$ cat src/rtl/lock_controller.sv
// Lock controller: compares 4-digit BCD entries against a stored password,
// tracks consecutive failures, and drives unlock / set-password / lockout status.
// Every output is a flop, so all status changes appear one cycle after the
// inputs that caused them.
module lock_controller #(
    parameter logic [15:0] DEFAULT_PASSWORD = 16'h1234,
    parameter int          MAX_ATTEMPTS     = 3,
    parameter int          UNLOCK_CYCLES    = 50000000,
    parameter int          LOCKOUT_CYCLES   = 500000000
) (
    input  logic                              clk,
    input  logic                              reset,
    input  logic [15:0]                       digits,
    input  logic                              storageFull,
    input  logic                              enter,
    input  logic                              newPassword,
    output logic                              clear_entry,
    output logic                              unlocked,
    output logic                              set_mode,
    output logic                              alarm,
    output logic                              pw_changed,
    output logic [$clog2(MAX_ATTEMPTS+1)-1:0] fail_count
);

    localparam int FAIL_W    = $clog2(MAX_ATTEMPTS + 1);
    localparam int MAX_CYC   = (UNLOCK_CYCLES > LOCKOUT_CYCLES) ? UNLOCK_CYCLES : LOCKOUT_CYCLES;
    localparam int TIMER_RAW = $clog2(MAX_CYC);
    localparam int TIMER_W   = (TIMER_RAW < 1) ? 1 : TIMER_RAW;

    localparam logic [FAIL_W-1:0]  FAIL_LAST    = FAIL_W'(MAX_ATTEMPTS - 1);
    localparam logic [TIMER_W-1:0] UNLOCK_LAST  = TIMER_W'(UNLOCK_CYCLES - 1);
    localparam logic [TIMER_W-1:0] LOCKOUT_LAST = TIMER_W'(LOCKOUT_CYCLES - 1);

    typedef enum logic [1:0] {
        ST_LOCKED   = 2'd0,
        ST_UNLOCKED = 2'd1,
        ST_SET_PW   = 2'd2,
        ST_LOCKOUT  = 2'd3
    } state_t;

    state_t              r_state;
    logic [15:0]         r_stored_pw;
    logic [FAIL_W-1:0]   r_fail_count;
    logic [TIMER_W-1:0]  r_timer;
    logic                r_clear_entry;
    logic                r_unlocked;
    logic                r_set_mode;
    logic                r_alarm;
    logic                r_pw_changed;

    state_t              w_state_next;
    logic [15:0]         w_pw_next;
    logic [FAIL_W-1:0]   w_fail_next;
    logic [TIMER_W-1:0]  w_timer_next;
    logic                w_clear_next;
    logic                w_pw_changed_next;
    logic                w_unlock_expired;
    logic                w_lockout_expired;

    // Expiry uses >= so a timer held at its limit still expires on a later cycle.
    assign w_unlock_expired  = (r_timer >= UNLOCK_LAST);
    assign w_lockout_expired = (r_timer >= LOCKOUT_LAST);

    // Next-state, password, failure count, timer and pulse outputs.
    always_comb begin
        // NOTE: every signal gets a default first so no path leaves one unassigned (no latch).
        w_state_next      = r_state;
        w_pw_next         = r_stored_pw;
        w_fail_next       = r_fail_count;
        w_timer_next      = (r_state == ST_LOCKED) ? '0 : r_timer + 1'b1;
        w_clear_next      = 1'b0;
        w_pw_changed_next = 1'b0;

        unique case (r_state)
            ST_LOCKED: begin
                // newPassword has no meaning while locked.
                if (enter) begin
                    w_clear_next = 1'b1;
                    if (storageFull && (digits == r_stored_pw)) begin
                        w_state_next = ST_UNLOCKED;
                        w_fail_next  = '0;
                    end else if (r_fail_count == FAIL_LAST) begin
                        w_state_next = ST_LOCKOUT;
                        w_fail_next  = r_fail_count + 1'b1;
                    end else begin
                        w_fail_next  = r_fail_count + 1'b1;
                    end
                end
            end

            ST_UNLOCKED: begin
                // enter outranks both newPassword and the expiry timeout.
                if (enter) begin
                    w_state_next = ST_LOCKED;
                    w_clear_next = 1'b1;
                end else if (newPassword) begin
                    w_state_next = ST_SET_PW;
                    w_clear_next = 1'b1;
                end else if (w_unlock_expired) begin
                    w_state_next = ST_LOCKED;
                end
            end

            ST_SET_PW: begin
                if (enter) begin
                    w_clear_next = 1'b1;
                    if (storageFull) begin
                        w_pw_next         = digits;
                        w_pw_changed_next = 1'b1;
                        w_state_next      = ST_LOCKED;
                    end else if (w_unlock_expired) begin
                        // Short entry on the expiry cycle: hold the timer so the
                        // timeout still fires on the next idle cycle instead of wrapping.
                        w_timer_next = r_timer;
                    end
                end else if (w_unlock_expired) begin
                    w_state_next = ST_LOCKED;
                end
            end

            ST_LOCKOUT: begin
                // Keypad entries are only flushed; the timeout is the sole way out.
                w_clear_next = enter;
                if (w_lockout_expired) begin
                    w_state_next = ST_LOCKED;
                    w_fail_next  = '0;
                end
            end

            default: w_state_next = ST_LOCKED;
        endcase

        if (w_state_next != r_state) begin
            w_timer_next = '0;
        end
    end

    // State, password, counters and registered outputs.
    always_ff @(posedge clk or posedge reset) begin
        // NOTE: sequential state uses non-blocking assignments so all flops update together.
        if (reset) begin
            r_state       <= ST_LOCKED;
            r_stored_pw   <= DEFAULT_PASSWORD;
            r_fail_count  <= '0;
            r_timer       <= '0;
            r_clear_entry <= 1'b0;
            r_unlocked    <= 1'b0;
            r_set_mode    <= 1'b0;
            r_alarm       <= 1'b0;
            r_pw_changed  <= 1'b0;
        end else begin
            r_state       <= w_state_next;
            r_stored_pw   <= w_pw_next;
            r_fail_count  <= w_fail_next;
            r_timer       <= w_timer_next;
            r_clear_entry <= w_clear_next;
            r_unlocked    <= (w_state_next == ST_UNLOCKED);
            r_set_mode    <= (w_state_next == ST_SET_PW);
            r_alarm       <= (w_state_next == ST_LOCKOUT);
            r_pw_changed  <= w_pw_changed_next;
        end
    end

    assign clear_entry = r_clear_entry;
    assign unlocked    = r_unlocked;
    assign set_mode    = r_set_mode;
    assign alarm       = r_alarm;
    assign pw_changed  = r_pw_changed;
    assign fail_count  = r_fail_count;

endmodule

$ cat config.mk
export PLATFORM = sky130hd
export DESIGN_NAME = lock_controller
export DESIGN_NICKNAME = d
export VERILOG_FILES = /design/src/rtl/lock_controller.sv
export SDC_FILE = /design/constraint.sdc
export NUM_CORES = 1
export LEC_CHECK = 0
export ABC_AREA = 1
export CORE_MARGIN = 5
export CORE_UTILIZATION = 35
export CTS_BUF_LIST = sky130_fd_sc_hd__clkbuf_8
export CTS_CLUSTER_DIAMETER = 80
export CTS_CLUSTER_SIZE = 30
export DETAILED_ROUTE_END_ITERATION = 8
export PLACE_DENSITY_LB_ADDON = 0.3
export SYNTH_ARGS = -nofsm -noshare
export SYNTH_HDL_FRONTEND = slang
export SYNTH_SLANG_ARGS = --single-unit
$ cat constraint.sdc
create_clock -name clk -period 1.7 [get_ports clk]
set_input_delay 0.34 -clock clk [delete_from_list [all_inputs] [get_ports clk]]
set_output_delay 0.34 -clock clk [all_outputs]
set_load 0.01 [all_outputs]
==> flow_summary.json <==
{
  "outcome": "finished, violations left",
  "failed_checks": "setup timing",
  "synthArstFlopShare_pct": 100,
  "cts.path.max_buffers": 2,
  "critPathKind": "reg2reg",
  "synth_top_flop_cell": "dfrtp_1",
  "htreeDepth": 2,
  "yosys.area_share.simple_pct": 37.9,
  "use_met1_pct": 23.5,
  "firstDrtPassIters": 5,
  "max_cap_viol_count": 0,
  "cellPowerDensity_nw_per_um2": 418,
  "syn-num-nets": 599,
  "initial_utilization_pct": 35.9,
  "ant_nets": 0,
  "antennaDiodeCount": 0,
  "cts_tree": "built",
  "gr-total-overflow": 0,
  "synth_fa_ha_area_share_pct": 0.675,
  "cts_buffers": 5,
  "ys_top_cells_by_area": "dfrtp_1, nand2_1, nor2_1",
  "num_vias": 4030,
  "max_slew_margin_pct": 63.3,
  "ctsRootBufferMaster": "clkbuf_8",
  "drt_iter0_drc": 230,
  "synth.distinct_cells": 29,
  "synth_top_area_cell": "dfrtp_1",
  "internal_power_mw": 1.69,
  "grt_pass1_wl_mm": 18.4,
  "clkLatencyLatePin_ns": 0.32,
  "layout_min_cycle_time_ns": 2.06,
  "drt-total-wl_mm": 11.1,
  "critPathArrivalTime_ns": 2.31,
  "drive_gt1_share_pct": 29.1,
  "grt_max_degree": 31,
  "clk_pin_slew_ns": 0.11,
  "synth_top_family_by_area": "simple AND/OR/NAND/NOR gates",
  "rows": 37,
  "fmax_mhz": 485,
  "start_kind": "flop",
  "io_buffer_count": 27,
  "setup_viol": 36,
  "yosysTopAreaCellShare_pct": 33.1,
  "combPwrFrac_pct": 7.5,
  "finalCritPeriodShare_pct": 121,
  "ys_ff_latch": 54,
  "power_leakage_nw": 2.62,
  "power.switching_uw": 580,
  "required_ns": 1.95,
  "antenna_found_initial": 0,
  "endpoint_kind": "flop",
  "io_pins": 28,
  "vdd_drop_max_mv": 0.386,
  "synthCells": 576,
  "place_inst": 820,
  "synth_edf_count": 0,
  "placeableCoreArea_um2": 10300,
  "place_hpwl_mm": 7.75,
  "cts_hold_buf": 0,
  "nets": 738,
  "synth_compound_area_share_pct": 6.86,
  "met3_usage_pct": 2.46,
  "finalHoldViolations": 0,
  "power.share.switching_pct": 25.6,
  "grt_use_met2_pct": 30.3,
  "finClkSkew_ns": 0.00991,
  "cp_max_fo": 13,
  "hp-class": "in2async",
  "power_frac_seq_pct": 58.0,
  "dieHeight_um": 113,
  "ys_warn_count": 0,
  "area_growth_syn_to_layout_pct": 46.7,
  "die_x_um": 113,
  "grt_usage_pct": 17.7,
  "syn_area_um2": 3700,
  "drcViolationCount": 0,
  "synth_seq_area_share_pct": 36.6,
  "synth_mux_area_share_pct": 0,
  "clkPwrFrac_pct": 34.5,
  "syn_area_per_cell_um2": 6.43,
  "fp.dieArea_um2": 12700,
  "busiest_layer": "met2",
  "routed_via_density": 4.73,
  "instances_no_fill": 852,
  "synth-xor-area-share_pct": 5.44,
  "rsz0062_at_grt": "true",
  "layout_setup_ws_ns": -0.362,
  "post-place-ws_ns": -0.452,
  "grt_pass1_vias": 3966,
  "gp_congestion": 0.979,
  "drv_slew": 0,
  "cts_sinks": 54,
  "worst_slew_pin_slew_ns": 0.547,
  "wl_per_cell_um": 13.0
}
==> state kept, by name, indices dropped and copies added, names as in the netlist <==
signal	count
alarm	1
clear_entry	1
fail_count	2
pw_changed	1
r_state	2
r_stored_pw	16
r_timer	29
set_mode	1
unlocked	1
==> repair_timing <==
action                     in CTS  in global routing
buffers inserted               28                  3
setup endpoints to repair      36                 36
gates resized for setup        65                 26
cloned                          3                  0
pin swaps                      19                 20
==> critical path: stages (launching register included) <==
cell and delay, ns:
dfrtp_1 0.43, ha_4 0.18, nand2_4 0.06, nor2_4 0.14
buf_6 0.12, nand2_4 0.06, nor2_4 0.11, nand2_2 0.07
nand3_4 0.11, buf_6 0.13, nand2_4 0.06, buf_6 0.15
o22ai_1 0.18, inv_1 0.07, nor2_1 0.13
==> cell usage after synthesis (6+ instances only) <==
library cell  instances
inv_1                95
inv_2                 6
nor3_1               16
nand4_1              16
o21ai_0              19
xor2_1               18
o21ai_1               6
nor2_1              100
nand2_1             157
buf_2                10
o22ai_1              17
nand3_1              35
dfrtp_1              49
==> power groups by stage <==
stage                     combinational, mW  sequential [mW]  clock (mW)
after floorplan                      0.0791             1.34           0
after detailed placement              0.173             1.34           0
final                                 0.169             1.32       0.783
after global placement                0.170             1.34           0
after global routing                  0.193             1.32       0.871
after CTS                             0.173             1.32       0.809
==> worst paths after layout <==
kind	start	end	slack [ns]	cells after the start
setup / recovery	r_timer[1]	r_timer[14]	-0.36	14
hold / removal	reset	r_stored_pw[3]	0.27	2
setup reg to reg	r_timer[1]	r_timer[14]	-0.36	14
hold reg to reg	r_stored_pw[2]	r_stored_pw[2]	0.48	2
max in group asynchronous	reset	r_stored_pw[2]	0.91	3
min in group clk	r_stored_pw[2]	r_stored_pw[2]	0.48	2
==> layer usage <==
| metal | vias to the layer above | routed length (um) |
|---|---|---|
| li1 | 2065 | - |
| met3 | 12 | 478 |
| met1 | 1856 | 5100 |
| met4 | 0 | 167 |
| met5 | - | 0 |
| met2 | 97 | 5310 |
==> cell families (layout without fill, tap and decap cells) <==
group | count (synthesis) | after routing
flops | 54 | 54
fa+ha+maj | 2 | 2
buf+inv | 117 | 257
compound gates | 46 | 46
xor+xnor | 23 | 23
simple gates | 334 | 334
==> cell type report <==
type | count | area, um^2
Multi-Input combinational cell | 405 | 2100
Clock buffer | 5 | 68.8
Clock inverter | 3 | 21.3
Timing Repair Buffer | 146 | 1330
Inverter | 103 | 387
Tap cell | 136 | 170
Fill cell | 1009 | 4890
Sequential cell | 54 | 1360
==> per-stage QoR <==
stage / power [mW] / area (um^2) / TNS [ns] / hold slack, ns / utilization, %
floorplan: 1.42 / 3740 / -1.42 / 0.436 / -
global placement: 1.51 / 4860 / -13.45 / 0.460 / 47.0
detailed placement: 1.51 / 4860 / -14.27 / 0.463 / 47.0
CTS: 2.30 / 5340 / -7.75 / 0.275 / 51.8
global route: 2.38 / 5440 / -14.13 / 0.290 / 52.7
finish: 2.27 / 5440 / -10.69 / 0.268 / 52.7
==> cell usage in the layout, fill, tap and decap left out <==
cell | Yosys | layout
clkinv_1 | 2 | 2
nor3b_1 | 1 | 1
clkdlybuf4s50_1 | 0 | 27
ha_1 | 2 | 1
inv_2 | 6 | 13
a21o_1 | 1 | 1
nor2_1 | 100 | 74
inv_6 | 0 | 2
nand4_1 | 16 | 16
inv_1 | 95 | 89
nand2_1 | 157 | 136
dfrtp_2 | 0 | 5
xnor2_1 | 5 | 5
xor2_1 | 18 | 18
nor2_2 | 2 | 24
dfrtp_1 | 49 | 44
nand3_1 | 35 | 32
buf_16 | 0 | 3
a21oi_1 | 3 | 3
o22ai_1 | 17 | 16
buf_12 | 0 | 5
nand2_4 | 0 | 6
nor4_1 | 1 | 1
buf_4 | 1 | 100
o22ai_2 | 0 | 1
nand3b_1 | 2 | 2
nand3_4 | 0 | 1
o21ai_0 | 19 | 14
nand3_2 | 2 | 4
buf_6 | 1 | 11
dfstp_2 | 5 | 5
nor3_2 | 0 | 1
nor3_4 | 1 | 1
nand2_2 | 1 | 16
nor2_4 | 0 | 4
nor3_1 | 16 | 15
o21ai_1 | 6 | 11
ha_4 | 0 | 1
clkbuf_8 | 0 | 5
No activity file was read; power rests on OpenSTA's default activity.
